### src/rtl/alu_issue_pkg.sv
// rtl/alu_issue_pkg.sv - shared types and constants for the ALU issue unit
package alu_issue_pkg;

    typedef enum logic [1:0] {
        S_IDLE    = 2'd0,
        S_ISSUE   = 2'd1,
        S_CAPTURE = 2'd2,
        S_RESP    = 2'd3
    } state_t;

    localparam logic [3:0] OP_ADD = 4'd0;
    localparam logic [3:0] OP_SUB = 4'd1;
    localparam logic [3:0] OP_AND = 4'd2;
    localparam logic [3:0] OP_OR  = 4'd3;
    localparam logic [3:0] OP_NOT = 4'd4;
    localparam logic [3:0] OP_XOR = 4'd5;
    localparam logic [3:0] OP_SHL = 4'd6;
    localparam logic [3:0] OP_SHR = 4'd7;
    localparam logic [3:0] OP_SRA = 4'd8;
    localparam logic [3:0] OP_MAX = 4'd8;

    // Bit positions inside the {N,Z,C,V} status word
    localparam int FLAG_N = 3;
    localparam int FLAG_Z = 2;
    localparam int FLAG_C = 1;
    localparam int FLAG_V = 0;

endpackage

### src/rtl/alu_issue_regfile.sv
// rtl/alu_issue_regfile.sv - NREGS x NBits register file, two read ports, writeback-over-load write
module alu_issue_regfile #(
    parameter int NBits = 8,
    parameter int NREGS = 4
) (
    input  logic                     clk,
    input  logic                     rst_n,
    input  logic [$clog2(NREGS)-1:0] ra_addr,
    output logic [NBits-1:0]         ra_data,
    input  logic [$clog2(NREGS)-1:0] rb_addr,
    output logic [NBits-1:0]         rb_data,
    input  logic                     wb_en,
    input  logic [$clog2(NREGS)-1:0] wb_addr,
    input  logic [NBits-1:0]         wb_data,
    input  logic                     ld_en,
    input  logic [$clog2(NREGS)-1:0] ld_addr,
    input  logic [NBits-1:0]         ld_data
);
    localparam int AW = $clog2(NREGS);

    logic [NBits-1:0] regs [NREGS];

    assign ra_data = regs[ra_addr];
    assign rb_data = regs[rb_addr];

    // Per-entry write; a writeback to the same entry shadows a concurrent load
    always_ff @(posedge clk or negedge rst_n) begin
        if (!rst_n) begin
            for (int i = 0; i < NREGS; i++) begin
                regs[i] <= '0;
            end
        end else begin
            for (int i = 0; i < NREGS; i++) begin
                if (wb_en && wb_addr == AW'(i)) begin
                    regs[i] <= wb_data;
                end else if (ld_en && ld_addr == AW'(i)) begin
                    regs[i] <= ld_data;
                end
            end
        end
    end

endmodule

### src/rtl/alu_issue_unit.sv
// rtl/alu_issue_unit.sv - command sequencer driving an external ALU (optional CARRY_CHAIN_EN)
module alu_issue_unit
    import alu_issue_pkg::*;
#(
    parameter int NBits = 8,
    parameter int NREGS = 4
) (
    input  logic                     clk,
    input  logic                     rst_n,
    input  logic                     cmd_valid,
    output logic                     cmd_ready,
    input  logic [3:0]               cmd_op,
    input  logic                     cmd_use_carry,
    input  logic [$clog2(NREGS)-1:0] cmd_rd,
    input  logic [$clog2(NREGS)-1:0] cmd_ra,
    input  logic [$clog2(NREGS)-1:0] cmd_rb,
    input  logic                     ld_valid,
    input  logic [$clog2(NREGS)-1:0] ld_addr,
    input  logic [NBits-1:0]         ld_data,
    output logic [3:0]               alu_sel,
    output logic [NBits-1:0]         alu_a,
    output logic [NBits-1:0]         alu_b,
    output logic                     alu_cin,
    input  logic [NBits-1:0]         alu_result,
    input  logic                     alu_zero,
    input  logic                     alu_negative,
    input  logic                     alu_overflow,
    input  logic                     alu_carry,
    output logic                     rsp_valid,
    input  logic                     rsp_ready,
    output logic [NBits-1:0]         rsp_result,
    output logic [3:0]               rsp_flags,
    output logic                     rsp_err
);
    localparam int AW = $clog2(NREGS);

    state_t            state;
    logic [AW-1:0]     rd_q;
    logic [3:0]        status_q;
    logic [3:0]        flags_next;
    logic [NBits-1:0]  ra_data;
    logic [NBits-1:0]  rb_data;
    logic              accept;
    logic              legal_op;
    logic              wb_en;
    logic              cin_next;

    assign accept   = cmd_valid & cmd_ready;
    assign legal_op = (cmd_op <= OP_MAX);
    assign wb_en    = (state == S_CAPTURE);

`ifdef CARRY_CHAIN_EN
    assign cin_next = cmd_use_carry & status_q[FLAG_C] & (cmd_op == OP_ADD);
`else
    logic unused_use_carry;
    assign unused_use_carry = cmd_use_carry;
    assign cin_next = 1'b0;
`endif

    alu_issue_regfile #(
        .NBits (NBits),
        .NREGS (NREGS)
    ) u_regfile (
        .clk     (clk),
        .rst_n   (rst_n),
        .ra_addr (cmd_ra),
        .ra_data (ra_data),
        .rb_addr (cmd_rb),
        .rb_data (rb_data),
        .wb_en   (wb_en),
        .wb_addr (rd_q),
        .wb_data (alu_result),
        .ld_en   (ld_valid),
        .ld_addr (ld_addr),
        .ld_data (ld_data)
    );

    // New status: N/Z always follow the ALU, C/V only for add/sub (alu_sel holds the latched op)
    always_comb begin
        flags_next         = status_q;
        flags_next[FLAG_N] = alu_negative;
        flags_next[FLAG_Z] = alu_zero;
        if (alu_sel == OP_ADD || alu_sel == OP_SUB) begin
            flags_next[FLAG_C] = alu_carry;
            flags_next[FLAG_V] = alu_overflow;
        end
    end

    // Issue FSM with registered handshake, ALU drive and response outputs
    always_ff @(posedge clk or negedge rst_n) begin
        if (!rst_n) begin
            state      <= S_IDLE;
            cmd_ready  <= 1'b0;
            rd_q       <= '0;
            status_q   <= '0;
            alu_sel    <= '0;
            alu_a      <= '0;
            alu_b      <= '0;
            alu_cin    <= 1'b0;
            rsp_valid  <= 1'b0;
            rsp_result <= '0;
            rsp_flags  <= '0;
            rsp_err    <= 1'b0;
        end else begin
            case (state)
                S_IDLE: begin
                    cmd_ready <= 1'b1;
                    if (accept) begin
                        cmd_ready <= 1'b0;
                        rd_q      <= cmd_rd;
                        if (legal_op) begin
                            alu_sel <= cmd_op;
                            alu_a   <= ra_data;
                            alu_b   <= rb_data;
                            alu_cin <= cin_next;
                            state   <= S_ISSUE;
                        end else begin
                            rsp_valid  <= 1'b1;
                            rsp_err    <= 1'b1;
                            rsp_result <= '0;
                            rsp_flags  <= status_q;
                            state      <= S_RESP;
                        end
                    end
                end
                S_ISSUE: begin
                    state <= S_CAPTURE;
                end
                S_CAPTURE: begin
                    status_q   <= flags_next;
                    rsp_flags  <= flags_next;
                    rsp_result <= alu_result;
                    rsp_err    <= 1'b0;
                    rsp_valid  <= 1'b1;
                    state      <= S_RESP;
                end
                S_RESP: begin
                    if (rsp_ready) begin
                        rsp_valid <= 1'b0;
                        cmd_ready <= 1'b1;
                        state     <= S_IDLE;
                    end
                end
                default: begin
                    state <= S_IDLE;
                end
            endcase
        end
    end

endmodule

### config.mk
export PLATFORM = sky130hd
export DESIGN_NAME = alu_issue_unit
export DESIGN_NICKNAME = d
export VERILOG_FILES = /design/src/rtl/alu_issue_pkg.sv /design/src/rtl/alu_issue_regfile.sv /design/src/rtl/alu_issue_unit.sv
export SDC_FILE = /design/constraint.sdc
export NUM_CORES = 1
export LEC_CHECK = 0
export ABC_CLOCK_PERIOD_IN_PS = 2300
export CAP_MARGIN = 20
export CORE_MARGIN = 10
export CORE_UTILIZATION = 52
export DETAILED_ROUTE_END_ITERATION = 10
export GPL_TIMING_DRIVEN = 0
export PLACE_DENSITY = 0.81
export SLEW_MARGIN = 20
export SYNTH_ARGS = -nofsm -noshare
export SYNTH_HDL_FRONTEND = slang
export SYNTH_HIERARCHICAL = 1
export SYNTH_SLANG_ARGS = --single-unit
### constraint.sdc
create_clock -name clk -period 2.3 [get_ports clk]
set_input_delay 0.345 -clock clk [delete_from_list [all_inputs] [get_ports clk]]
set_output_delay 0.345 -clock clk [all_outputs]
set_load 0.005 [all_outputs]
# After elaboration in Yosys (flattened, before gate mapping)
# Cells that the tools add are included.
# word_totals
regBits,75
latchBits,0
ram_bits,0
romBits,0
in_bits,38
output_inout_bits,36
elab_cells,93
n_memories,0
# classes
n_addsub,0
multipliers,0
n_div,0
order_cmp,3
eq_ne,13
shifts,0
n_mux,33
bitwise,3
n_reduce_logical,26
# ops
cell,n
$mux 8,14
$bmux 8 s2,2
$pmux 8 s2,1
$eq 2x2->1 const B,6
$reduce_bool 2->1,6
$logic_and 1x1->1,8
$mux 2,4
$mux 4,2
$pmux 2 s4,1
$pmux 4 s2,1
$eq 2x1->1 const B,3
$ge 3x3->1 const B,2
$logic_not 2->1,3
$ne 2x2->1 const B,3
$not 2->3,2
$reduce_and 2->1,3
$reduce_and 3->1,2
$mux 1,5
$eq 4x1->1 const B,1
$le 4x4->1 const B,1
$logic_not 4->1,1
$pmux 1 s2,2
$reduce_and 4->1,1
$pmux 1 s3,1
other kinds (3),3

# Depth between registers and ports, before layout
# logic_depth
word_depth,4
mapped_depth,7
depth_no_buf,5

# Cells and area by module
# The synthesis kept the hierarchy.
# by_module_without_submodules
module,n_inst,cells_per_inst,area_each_um2,seq_area_each_um2
alu_issue_regfile,1,204,1981.9,800.8
alu_issue_unit,1,138,1945.6,1076.0

# Least setup slack after synthesis
# Ideal clock, no wire load.
# synth_timing
path_kind,register to register
start,reg state[0]
end,reg rsp_flags[0]
setup_time_ps,125
arrival_ps,1662
required_time_ps,2175
slack_ps,513
path_stages_with_launch,6
n_path_buf,0
period_less_slack_ps,1787
cell_sequence,dfrtp_1 > inv_1 > ha_1 > nor4b_2 > mux2_2 > mux2_2
# synth_between
elab_chain_len,3
word_cells_on_any_way,7
classes_between,eq/ne: 3; mux: 1; reduce/logical: 3
# synth_lines
element,line_no,source
"start, declared",alu_issue_unit.sv:37,state_t state;
"start signal, assigned",alu_issue_unit.sv:92,state <= S_IDLE;
"start signal, assigned",alu_issue_unit.sv:116,state <= S_ISSUE;
"start signal, assigned",alu_issue_unit.sv:122,state <= S_RESP;
$eq 2x2->1 *,--,
via wb_en,alu_issue_unit.sv:45,logic wb_en;
$reduce_bool 2->1 (no line),--,
$reduce_and 3->1 (no line),--,
"end signal, assigned",alu_issue_unit.sv:121,rsp_flags <= status_q;
"end signal, assigned",alu_issue_unit.sv:131,rsp_flags <= flags_next;
"end, declared",alu_issue_unit.sv:32,"output logic [3:0] rsp_flags,"
# Mark *: on every way through the listed nets, which the timed path passes. The rest lies on a longest branch.
# A chain may end at the register's enable or synchronous reset.

# Worst setup path after layout
# Ends and elaborated chain as after synthesis.

==> flow_metrics.py <==
metrics = {
    "critical_path": {
        "end_kind": "flip-flop",
        "worst-path-buf-inv": 1,
        "reg2reg_from": "state[0]",
        "crit_chain": "inv_1 > ha_1 > nor4b_2 > mux2_2 > mux2_2",
        "startpoint_type": "flip-flop",
        "cp.required_ns": 2.54,
        "cp_max_fo": 10,
        "worstSetupPathType": "reg -> reg",
        "critPathTopFamily": "multiplexers",
        "worstPathArrival_ns": 2.37,
        "reg2reg_slack_ns": 0.17,
        "crit_slowest_cell": "nor4b_2",
        "max_stage_delay_ns": 0.45,
        "cp_common_cell": "mux2_2",
        "critPathLaunch": "state[0]",
    },
    "logic_synthesis": {
        "synth_mux_area_frac": 0.225,
        "synth_compound_area_frac": 0.0863,
        "ys_seq_area_frac": 0.478,
        "synthSimpleGateAreaFrac": 0.147,
        "synthArstFlopShare": 1.00,
        "yosys.area.top_type": "dfrtp_1",
        "synthFlopType": "dfrtp_1",
        "synth_xor_area_frac": 0,
        "syn_inst": 342,
        "yosys-top-cells-area": "dfrtp_1 (48%), mux4_2 (9.2%), mux2_4 (7.6%)",
        "synth_nets": 384,
        "synth_warnings": 6,
        "synth_cell_types": 41,
        "synth_fa_ha_area_frac": 0.0127,
        "synthTopCellsByCount": "dfrtp_1 (75), nand2_1 (74), nor2_1 (35), a31oi_1 (24), mux2_4 (20)",
        "synth-edff-count": 0,
        "syn_area_sq_mm": 0.00393,
        "synth_top_family_by_area": "multiplexers",
        "ys_ff_latch": 75,
        "syn_area_per_cell_sq_um": 11.5,
        "synth.most_common_cell": "dfrtp_1",
        "synth_top_area_share": 0.478,
    },
    "timing": {
        "final.setup_skew_ns": 0.0106,
        "setup_violations": 0,
        "layout_min_cycle_time_ns": 2.13,
        "fin_ws_ns": 0.166,
        "relSlewSlack": 0.509,
        "slew_violations": 0,
        "min_period_over_period": 0.928,
        "worst_pin_slew_ns": 0.734,
        "hold_viol": 0,
        "timing.hold.ws_ns": 0.434,
        "rsz0062_at_grt": "no",
        "fmax_mhz": 468,
    },
    "cts": {
        "h-tree-depth": 3,
        "cts_made_buffers": 9,
        "clkLatencyLatePin_ns": 0.35,
        "cts_root_buf": "clkbuf_8",
        "cts_resized": 0,
        "ctsHoldBuffers": 1,
        "cts_sinks": 75,
        "post_cts_buffers": 0,
        "clockBufferDepth": 2,
        "cts_tree": "built",
        "cts.clk_slew.worst_paths_ns": 0.08,
    },
    "route": {
        "wl_per_cell_um": 19.4,
        "vias": 2996,
        "final_antenna_net_count": 0,
        "initialDrtViolationCount": 265,
        "drc": 0,
        "wirelength_um": 10200,
        "first_pass_iters": 5,
        "viasPerCell": 5.73,
    },
    "grt": {
        "grt_max_degree": 50,
        "grt_pass1_vias": 3166,
        "grt_overflow_total": 0,
        "grt_util_all_layers": 0.182,
        "antenna_found_initial": 0,
        "grt_pass1_wl_um": 16500,
    },
    "outcome": {
        "status": "complete, no violations",
    },
    "layout": {
        "fin_area_sq_mm": 0.00493,
        "fin_util": 0.676,
        "nets": 461,
        "antenna_cells": 0,
        "fillers": 589,
        "layout-drive-gt1-share": 0.231,
        "area_growth_pct": 25.5,
    },
    "pwr": {
        "p_clk_frac": 0.168,
        "swShare": 0.335,
        "power.net_switching_uw": 2060,
        "p_int_uw": 4080,
        "peakVddDrop_mv": 0.716,
        "p_seq_frac": 0.392,
        "powerDensity_mw_per_mm2": 1250,
        "power.leakage_uw": 0.00217,
        "p_comb_frac": 0.440,
    },
    "flow_run": {
        "maxCapViolCount": 0,
    },
    "hold_path": {
        "hold_path.class": "in -> async",
    },
    "floorplan": {
        "start_util": 0.539,
        "die_area_sq_mm": 0.0114,
        "io_pins": 74,
        "num_rows": 31,
        "die_w_um": 107,
        "die_h_um": 107,
        "core-area_sq_mm": 0.00729,
    },
    "place": {
        "placed_area_sq_mm": 0.00472,
        "io_buffers": 64,
        "dp_hpwl_um": 7420,
        "pre_cts_slack_ns": 0.220,
        "place.gp.congestion": 0.819,
    },
}
==> registers in the layout (all words and copies together) (netlist names) <==
register / flops
u_regfile/regs: 32
alu_a: 8
alu_b: 8
rsp_result: 8
alu_sel: 4
rsp_flags: 4
status_q: 4
rd_q: 2
state: 2
cmd_ready: 1
rsp_err: 1
rsp_valid: 1
==> placed cells by master (no fill, tap or decap), types with 4 or more instances in the layout <==
cell             instances
mux4_2                  16
nor2_1                  35
nand3b_1                 4
inv_1                   15
mux2i_1                 11
ha_1                     4
buf_6                    4
clkdlybuf4s50_1         63
buf_2                   11
a31oi_1                 24
dfrtp_1                 75
a31oi_2                  7
clkbuf_8                 9
mux2_2                  10
mux2_4                  20
nand2_1                 74
==> final timing paths <==
| check | endpoint | cells past startpoint |
|---|---|---|
| worst max-delay path | rsp_flags[0] | 5 |
| worst min-delay path | status_q[0] | 2 |
| worst max register to register | rsp_flags[0] | 5 |
| worst min register to register | status_q[3] | 1 |
| max in group asynchronous | u_regfile/regs[19] | 3 |
| min in group clk | u_regfile/regs[30] | 4 |
==> through the flow <==
step / power [uW] / std cells / setup TNS [ns]
finish: 6140 / 523 / 0
global route: 6520 / 523 / 0
CTS: 6180 / 523 / 0
detailed placement: 5130 / 506 / 0
global placement: 4950 / 505 / -127.58
floorplan: 4020 / 342 / 0
==> power groups by stage <==
| stage | Clock [uW] | Combinational (uW) | Sequential, uW |
|---|---|---|---|
| floorplan | 0 | 1710 | 2310 |
| global placement | 0 | 2590 | 2360 |
| detailed placement | 0 | 2720 | 2420 |
| CTS | 1050 | 2730 | 2400 |
| global route | 1110 | 2930 | 2490 |
| finish | 1030 | 2700 | 2410 |
==> per-layer routing <==
layer	vias to the layer above	global-route usage	part of all wire
li1	1348	-	-
met1	1480	0.216	0.39
met2	145	0.315	0.52
met3	23	0.0371	0.075
met4	0	0.0745	0.018
met5	-	0	0
==> kinds of logic after synthesis <==
logic type	Yosys count
buf+inv	36
other cells	1
mux	57
flops	75
simple gates	129
compound gates	40
fa+ha+maj	4
==> worst register-to-register path, cell delays in order (launching register included) <==
cell and delay, ns:
dfrtp_1 0.38, inv_1 0.13, ha_1 0.39, nor4b_2 0.45
mux2_2 0.41, mux2_2 0.27
==> area by class of cell <==
cell class	count	area, sq um	share of cell area
Clock inverter	7	76.3	0.0155
Multi-Input combinational cell	231	1850	0.376
Tap cell	99	124	0.0251
Timing Repair Buffer	66	676	0.137
Buffer	21	143	0.0289
Sequential cell	75	1880	0.381
Inverter	15	56.3	0.0114
Clock buffer	9	124	0.0251
No activity file was read; power rests on OpenSTA's default activity.
